$ cat src/rtl/core_pkg.sv
// Shared definitions for the multi-cycle hazard unit: FSM states, unit indices
// and the priority helper used to pick the served unit.
package core_pkg;

    typedef enum logic [1:0] {IDLE, WAIT, HOLD} state_e;

    localparam int unsigned UNIT_SHORT_FPU = 0;
    localparam int unsigned UNIT_LONG_FPU  = 1;
    localparam int unsigned UNIT_CACHE     = 2;
    localparam int unsigned UNIT_INPUT     = 3;

    localparam int MAX_UNITS = 32;

    // Index of the lowest set bit; 0 for an all-zero vector.
    function automatic int unsigned lowest_set_index(input logic [MAX_UNITS-1:0] vec);
        int unsigned idx;
        idx = 0;
        for (int i = MAX_UNITS - 1; i >= 0; i--) begin
            if (vec[i]) idx = unsigned'(i);
        end
        return idx;
    endfunction

endpackage

$ cat src/rtl/mc_hazard_unit_if.sv
// Handshake bundle between the hazard unit (master) and its execution units (slave).
interface mc_hazard_unit_if #(
    parameter int unsigned NUM_UNITS = 4,
    parameter int unsigned DATA_W    = 32
);
    logic [NUM_UNITS-1:0]        unit_en;
    logic [NUM_UNITS-1:0]        unit_valid;
    logic [NUM_UNITS*DATA_W-1:0] unit_result;

    modport master (output unit_en, input unit_valid, input unit_result);
    modport slave  (input unit_en, output unit_valid, output unit_result);
endinterface

$ cat src/rtl/mc_timeout_ctr.sv
// Clearable saturating WAIT-cycle counter; hit flags the last allowed cycle.
module mc_timeout_ctr #(
    parameter int unsigned TIMEOUT = 1024,
    parameter int unsigned TO_W    = 11
) (
    input  logic clk,
    input  logic rst,
    input  logic clr,
    input  logic en,
    output logic hit
);
    localparam logic [TO_W-1:0] CNT_MAX = '1;
    localparam logic [TO_W-1:0] HIT_VAL = TO_W'((TIMEOUT == 0) ? 0 : TIMEOUT - 1);

    logic [TO_W-1:0] count;

    always_ff @(posedge clk or posedge rst) begin
        if (rst) begin
            count <= '0;
        end else if (TIMEOUT == 0 || clr) begin
            count <= '0;
        end else if (en && count != CNT_MAX) begin
            count <= count + TO_W'(1);
        end
    end

    assign hit = (TIMEOUT != 0) && (count == HIT_VAL);

endmodule

$ cat src/rtl/mc_hazard_unit.sv
// Arbitrates variable-latency exec-stage units: issues one enable pulse, stalls
// until the selected unit's valid (or a timeout) and holds the result across io_stall.
module mc_hazard_unit
    import core_pkg::*;
#(
    parameter int unsigned NUM_UNITS = 4,
    parameter int unsigned DATA_W    = 32,
    parameter int unsigned TIMEOUT   = 1024,
    parameter int unsigned TO_W      = 11,
    localparam int unsigned EU_W     = (NUM_UNITS > 1) ? $clog2(NUM_UNITS) : 1
) (
    input  logic                 clk,
    input  logic                 rst,
    input  logic                 pc_src_e,
    input  logic                 io_stall,
    input  logic [NUM_UNITS-1:0] unit_req_e,
    mc_hazard_unit_if.master     units,
    output logic [DATA_W-1:0]    result_out,
    output logic                 result_ok,
    output logic                 stall,
    output logic                 flush,
    output logic                 busy,
    output logic                 timeout_err,
    output logic                 proto_err,
    output logic [EU_W-1:0]      err_unit
);
    state_e                state_q;
    logic [EU_W-1:0]       sel_q;
    logic [DATA_W-1:0]     result_q;
    logic [NUM_UNITS-1:0]  unit_en_q;

    logic                  req_any, multi_hot, valid_sel, ctr_hit;
    logic                  stall_raw, ok_raw;
    logic [EU_W-1:0]       req_sel;
    logic [DATA_W-1:0]     res_sel;

    assign req_any   = |unit_req_e;
    assign multi_hot = (unit_req_e & (unit_req_e - NUM_UNITS'(1))) != '0;
    assign req_sel   = EU_W'(lowest_set_index(MAX_UNITS'(unit_req_e)));
    assign valid_sel = units.unit_valid[sel_q];
    assign res_sel   = units.unit_result[32'(sel_q) * DATA_W +: DATA_W];

    mc_timeout_ctr #(
        .TIMEOUT (TIMEOUT),
        .TO_W    (TO_W)
    ) u_timeout_ctr (
        .clk (clk),
        .rst (rst),
        .clr (state_q == IDLE),
        .en  (state_q == WAIT && !valid_sel),
        .hit (ctr_hit)
    );

    always_ff @(posedge clk or posedge rst) begin
        if (rst) begin
            state_q     <= IDLE;
            sel_q       <= '0;
            result_q    <= '0;
            unit_en_q   <= '0;
            timeout_err <= 1'b0;
            proto_err   <= 1'b0;
            err_unit    <= '0;
        end else begin
            unit_en_q <= '0;
            if (multi_hot) proto_err <= 1'b1;
            unique case (state_q)
                IDLE: begin
                    if (req_any) begin
                        sel_q     <= req_sel;
                        unit_en_q <= NUM_UNITS'(1) << req_sel;
                        state_q   <= WAIT;
                    end
                end
                WAIT: begin
                    if (valid_sel) begin
                        result_q <= res_sel;
                        state_q  <= io_stall ? HOLD : IDLE;
                    end else if (ctr_hit) begin
                        timeout_err <= 1'b1;
                        if (!timeout_err) err_unit <= sel_q;
                        state_q <= IDLE;
                    end
                end
                HOLD: begin
                    if (!io_stall) state_q <= IDLE;
                end
                default: state_q <= IDLE;
            endcase
        end
    end

    // A timeout releases the pipeline with a zero result rather than hanging it.
    always_comb begin
        stall_raw  = 1'b0;
        ok_raw     = 1'b0;
        result_out = '0;
        unique case (state_q)
            IDLE: stall_raw = req_any;
            WAIT: begin
                if (valid_sel) begin
                    ok_raw     = 1'b1;
                    result_out = res_sel;
                end else if (ctr_hit) begin
                    ok_raw = 1'b1;
                end else begin
                    stall_raw = 1'b1;
                end
            end
            HOLD: begin
                ok_raw     = 1'b1;
                result_out = result_q;
            end
            default: ;
        endcase
    end

    assign units.unit_en = unit_en_q;
    assign stall         = stall_raw & ~rst;
    assign result_ok     = ok_raw & ~rst;
    assign busy          = (state_q != IDLE) & ~rst;
    assign flush         = pc_src_e & ~stall_raw & ~rst;

endmodule

$ cat src/flat_wrapper.sv
// flat-port wrapper written by rule: the top's interface ports become plain ports
module mc_hazard_unit_flat import core_pkg::*;
#(
    parameter int unsigned NUM_UNITS = 4,
    parameter int unsigned DATA_W    = 32,
    parameter int unsigned TIMEOUT   = 1024,
    parameter int unsigned TO_W      = 11,
    localparam int unsigned EU_W     = (NUM_UNITS > 1) ? $clog2(NUM_UNITS) : 1
)
  (clk, rst, pc_src_e, io_stall, unit_req_e, result_out, result_ok, stall, flush, busy, timeout_err, proto_err, err_unit, units_unit_en, units_unit_valid, units_unit_result);
  mc_hazard_unit_if #(.NUM_UNITS(NUM_UNITS), .DATA_W(DATA_W)) units_i ();
  input  logic clk;
  input  logic rst;
  input  logic pc_src_e;
  input  logic io_stall;
  input  logic [NUM_UNITS-1:0] unit_req_e;
  output logic [DATA_W-1:0] result_out;
  output logic result_ok;
  output logic stall;
  output logic flush;
  output logic busy;
  output logic timeout_err;
  output logic proto_err;
  output logic [EU_W-1:0] err_unit;
  output wire logic [$bits(units_i.unit_en)-1:0] units_unit_en;
  input wire logic [$bits(units_i.unit_valid)-1:0] units_unit_valid;
  input wire logic [$bits(units_i.unit_result)-1:0] units_unit_result;
  assign units_unit_en = units_i.unit_en;
  assign units_i.unit_valid = units_unit_valid;
  assign units_i.unit_result = units_unit_result;
  mc_hazard_unit #(.NUM_UNITS(NUM_UNITS), .DATA_W(DATA_W), .TIMEOUT(TIMEOUT), .TO_W(TO_W)) u_core (.clk(clk), .rst(rst), .pc_src_e(pc_src_e), .io_stall(io_stall), .unit_req_e(unit_req_e), .units(units_i), .result_out(result_out), .result_ok(result_ok), .stall(stall), .flush(flush), .busy(busy), .timeout_err(timeout_err), .proto_err(proto_err), .err_unit(err_unit));
endmodule
$ cat config.mk
export PLATFORM = sky130hd
export DESIGN_NAME = mc_hazard_unit_flat
export DESIGN_NICKNAME = d
export VERILOG_FILES = /design/src/rtl/core_pkg.sv /design/src/rtl/mc_hazard_unit_if.sv /design/src/rtl/mc_timeout_ctr.sv /design/src/rtl/mc_hazard_unit.sv /design/src/flat_wrapper.sv
export SDC_FILE = /design/constraint.sdc
export NUM_CORES = 1
export LEC_CHECK = 0
export ABC_AREA = 1
export BUFFER_PORTS_ARGS = -buffer_cell sky130_fd_sc_hd__buf_2
export CAP_MARGIN = 20
export CORE_MARGIN = 10
export CORE_UTILIZATION = 45
export CTS_CLUSTER_SIZE = 24
export DETAILED_ROUTE_END_ITERATION = 7
export PLACE_DENSITY = 0.78
export SYNTH_ARGS = -nofsm -noshare
export SYNTH_HDL_FRONTEND = slang
export SYNTH_SLANG_ARGS = --single-unit
$ cat constraint.sdc
create_clock -name clk -period 2.6 [get_ports clk]
set_clock_uncertainty 0.1 [all_clocks]
set_input_delay 0.52 -clock clk [delete_from_list [all_inputs] [get_ports clk]]
set_output_delay 0.52 -clock clk [all_outputs]
set_load 0.01 [all_outputs]
==> out/summary.log <==
[clock_tree] number of H-tree levels 2
[finish] net count reported at finish 889
[placement] Placer Congestion 0.967
[finish] most used cells in the layout excluding fill and tap cells sky130_fd_sc_hd__nand2_1 (186), sky130_fd_sc_hd__buf_2 (183), sky130_fd_sc_hd__nor2_1 (86)
[route] number of detailed-route iterations in the first pass 8
[critical_path] worst reg2reg path depth 8
[critical_path] worst reg2reg path startpoint u_core.state_q[0]
[die] # rows 33
[worst_hold_path] Tightest Hold Check Type in -> reg
[route] via count 4595
[clock_tree] TritonCTS clock tree yes
[worst_hold_path] hold path depth 3
[clock_tree] CTS Buf Count 5
[route] initial drt markers 416
[logic_synthesis] Netlist Area Pre-Place 3720 um2
[timing] timing-limited maximum frequency 398 MHz
[logic_synthesis] cell types with the largest area share after synthesis sky130_fd_sc_hd__dfrtp_1 (37%), sky130_fd_sc_hd__nand2_1 (19%), sky130_fd_sc_hd__o21ai_0 (9.3%)
[worst_hold_path] hold_sp unit_req_e[0]
[route] vias per cell 5.41
[finish] final non-filler cell area 5010 um2
[worst_hold_path] worst-case hold path end point u_core.units.unit_en[0]
[critical_path] type of the setup path with the least slack reg -> out
[logic_synthesis] Mapped Avg Cell Area 6.54 um2
[clock_tree] clk_lat worst skew 0.31 ns
[global_routing] total track usage 20.5%
[die] starting density of the core 45.7%
[clock_tree] buffer levels on the longest clock path 2
[power] total power density per cell area 1060 nW/um2
[logic_synthesis] area fraction in compound gates after synthesis 20.1%
[critical_path] worst reg2reg path endpoint u_core.state_q[1]
[global_routing] pin count of the biggest net entering global routing 62
[global_routing] antenna violations before repair 1
[die] full die area 12300 um2
[route] DRC violations left 0
[die] number of top-level pins 184
[die] placeable core region 8130 um2
[logic_synthesis] flops & latches, synth 55
[critical_path] peak fanout along the critical path 30
[clock_tree] clock tree root driver cell sky130_fd_sc_hd__clkbuf_8
[finish] most frequent standard cell in the layout excluding fill and tap cells sky130_fd_sc_hd__nand2_1
[timing] Setup Viol. Count Final 0
[power] Peak VDD IR 0.000639 V
[timing] post-route clock period utilization 96.7%
[timing] transition time at the pin with the least slew margin 0.703 ns
[finish] area added between synthesis and finish 34.7%
[timing] final sum of negative setup slack 0 ns
[power] Leakage Power 2.64 nW
[placement] number of input and output port buffers inserted 183
[logic_synthesis] post-synthesis cell type count 25
[placement] instance area after placement 4720 um2
[finish] layout cells sized above 1 31.3%
[logic_synthesis] synthesized instance count 568
[placement] Detailed Place HPWL 10.1 mm
[placement] minimum setup slack after placement 0.308 ns
[timing] final slew viol count 0
[logic_synthesis] portion of netlist area occupied by mux cells 0%
[critical_path] Critical Path Source Type flip-flop
[route] post-route antenna net violation count 0
[logic_synthesis] sequential cell area fraction in the yosys report 37.0%
[route] wire length per cell after detailed routing 16.1 um
[die] vertical extent of the die 111 um
[timing] Post-Route Hold Slack 0.341 ns
[route] Post-Route WL 13.7 mm
[timing] Max-Slew Margin vs Limit 53.1%
[die] Die Width 111 um
[logic_synthesis] Simple-Gate Fraction of Synth Area 33.4%
[critical_path] Arrival @ worst endpoint 1.90 ns
[timing] final hold vios 0
[logic_synthesis] net count of the mapped netlist 713
[global_routing] vias in the first global route 4376
[finish] Inserted Diodes 0
[logic_synthesis] adder-cell share of the synthesized area 1.68%
[logic_synthesis] share of Yosys cell area claimed by the top area cell type 37.0%
[clock_tree] number of clock sinks seen by CTS 55
[global_routing] wire length of the first global-routing pass 21.4 mm
[timing] clock period minus worst slack 2.52 ns
[logic_synthesis] post-synthesis cell type with the largest combined area sky130_fd_sc_hd__dfrtp_1
[logic_synthesis] number of warnings printed during yosys synthesis 0
[clock_tree] clock transition at the registers of the reported paths 0.10 ns
[critical_path] endpoint class of the critical path primary output
[global_routing] gr ovfl total 0
[critical_path] Required @ worst endpoint 1.98 ns
[timing] final critical-path setup slack 0.0845 ns
[logic_synthesis] XOR/XNOR Fraction of Synth Area 0.942%
[critical_path] flop2flop setup slack 0.80 ns
[flow_run] max-cap viol count 0
[logic_synthesis] largest family of logic cells by synthesized area simple AND/OR/NAND/NOR gates
[status] status completed
==> power by group <==
part | leakage (nW) | switching (mW) | total (mW) | internal [mW]
Sequential | 0.696 | 0.198 | 1.37 | 1.17
Combinational | 1.90 | 2.17 | 3.41 | 1.24
Clock | 0.0505 | 0.281 | 0.524 | 0.243
==> cells by family (layout without fill, tap and decap cells) <==
| logic type | after synthesis | count (layout) |
|---|---|---|
| XOR/XNOR | 4 | 4 |
| AND/OR/NAND/NOR | 306 | 306 |
| flip-flops | 55 | 55 |
| buffers and inverters | 57 | 234 |
| AO/OA/AOI/OAI | 141 | 141 |
| adder cells (fa/ha/maj) | 5 | 5 |
==> flip-flops by register name (all words and copies together) (netlist names) <==
signal                      flops
u_core.result_q                32
u_core.u_timeout_ctr.count     11
u_core.units.unit_en            4
u_core.err_unit                 2
u_core.sel_q                    2
u_core.state_q                  2
u_core.proto_err                1
u_core.timeout_err              1
==> layout make-up <==
class                      count  area (um2)
clock buffer                   7        96.3
clock inverter                 1        7.51
fill                         759        3130
inverter                      21        90.1
multi-input combinational    456        2110
sequential                    55        1380
tap                          105         131
timing repair buffer         205        1190
==> worst max path at each step <==
stage	from	to	slack [ns]	cells after the start
after global routing	u_core.sel_q[0]	result_out[23]	-0.03	9
after floorplan	rst	result_ok	0.42	3
after detailed placement	u_core.sel_q[1]	result_out[21]	0.31	6
after global placement	u_core.sel_q[1]	result_out[21]	0.29	6
after CTS	u_core.sel_q[1]	result_out[18]	0.001	8
final	u_core.sel_q[0]	result_out[17]	0.08	8
==> stage by stage <==
| stage | util, % | power, mW | instances |
|---|---|---|---|
| floorplan | - | 3.51 | 568 |
| global placement | 58.1 | 4.40 | 834 |
| detailed placement | 58.1 | 4.49 | 834 |
| CTS | 59.8 | 5.10 | 843 |
| global route | 61.5 | 5.79 | 850 |
| finish | 61.5 | 5.30 | 850 |
==> cells in the mapped netlist (all sizes together) <==
library cell and count:
nand2 188, nor2 87, nor3 1, nor3b 1
dfrtp 55, inv 21, o211ai 1, clkbuf 19
buf 17, nand3 25, ha 5, xor2 4
and3 1, nand4 3, o22ai 32, a21oi 36
o21ai 72
==> metal layers <==
metal  global-route usage (%)  vias to the layer above  part of all wire [%]
li1                         -                     2226                     -
met1                     24.6                     2094                    40
met2                     34.6                      247                    48
met3                     6.49                       28                    10
met4                     5.03                        0                   2.2
met5                        0                        -                     0
==> worst max-delay path: stages, from the launching register on <==
cell	delay, ns
sky130_fd_sc_hd__dfrtp_2	0.47
sky130_fd_sc_hd__buf_4	0.14
sky130_fd_sc_hd__buf_4	0.11
sky130_fd_sc_hd__clkbuf_16	0.20
sky130_fd_sc_hd__nor2_1	0.06
sky130_fd_sc_hd__o22ai_1	0.20
sky130_fd_sc_hd__nand2_1	0.11
sky130_fd_sc_hd__a21oi_1	0.13
sky130_fd_sc_hd__buf_2	0.16
==> repair_timing <==
action | in CTS | in global routing
pin swaps | 0 | 3
endpoints found under the setup margin | 2 | 33
gates resized for setup | 1 | 21
hold buffers | 0 | 0
buffers inserted | 0 | 5
cloned | 1 | 2
No activity file was read; power rests on OpenSTA's default activity.
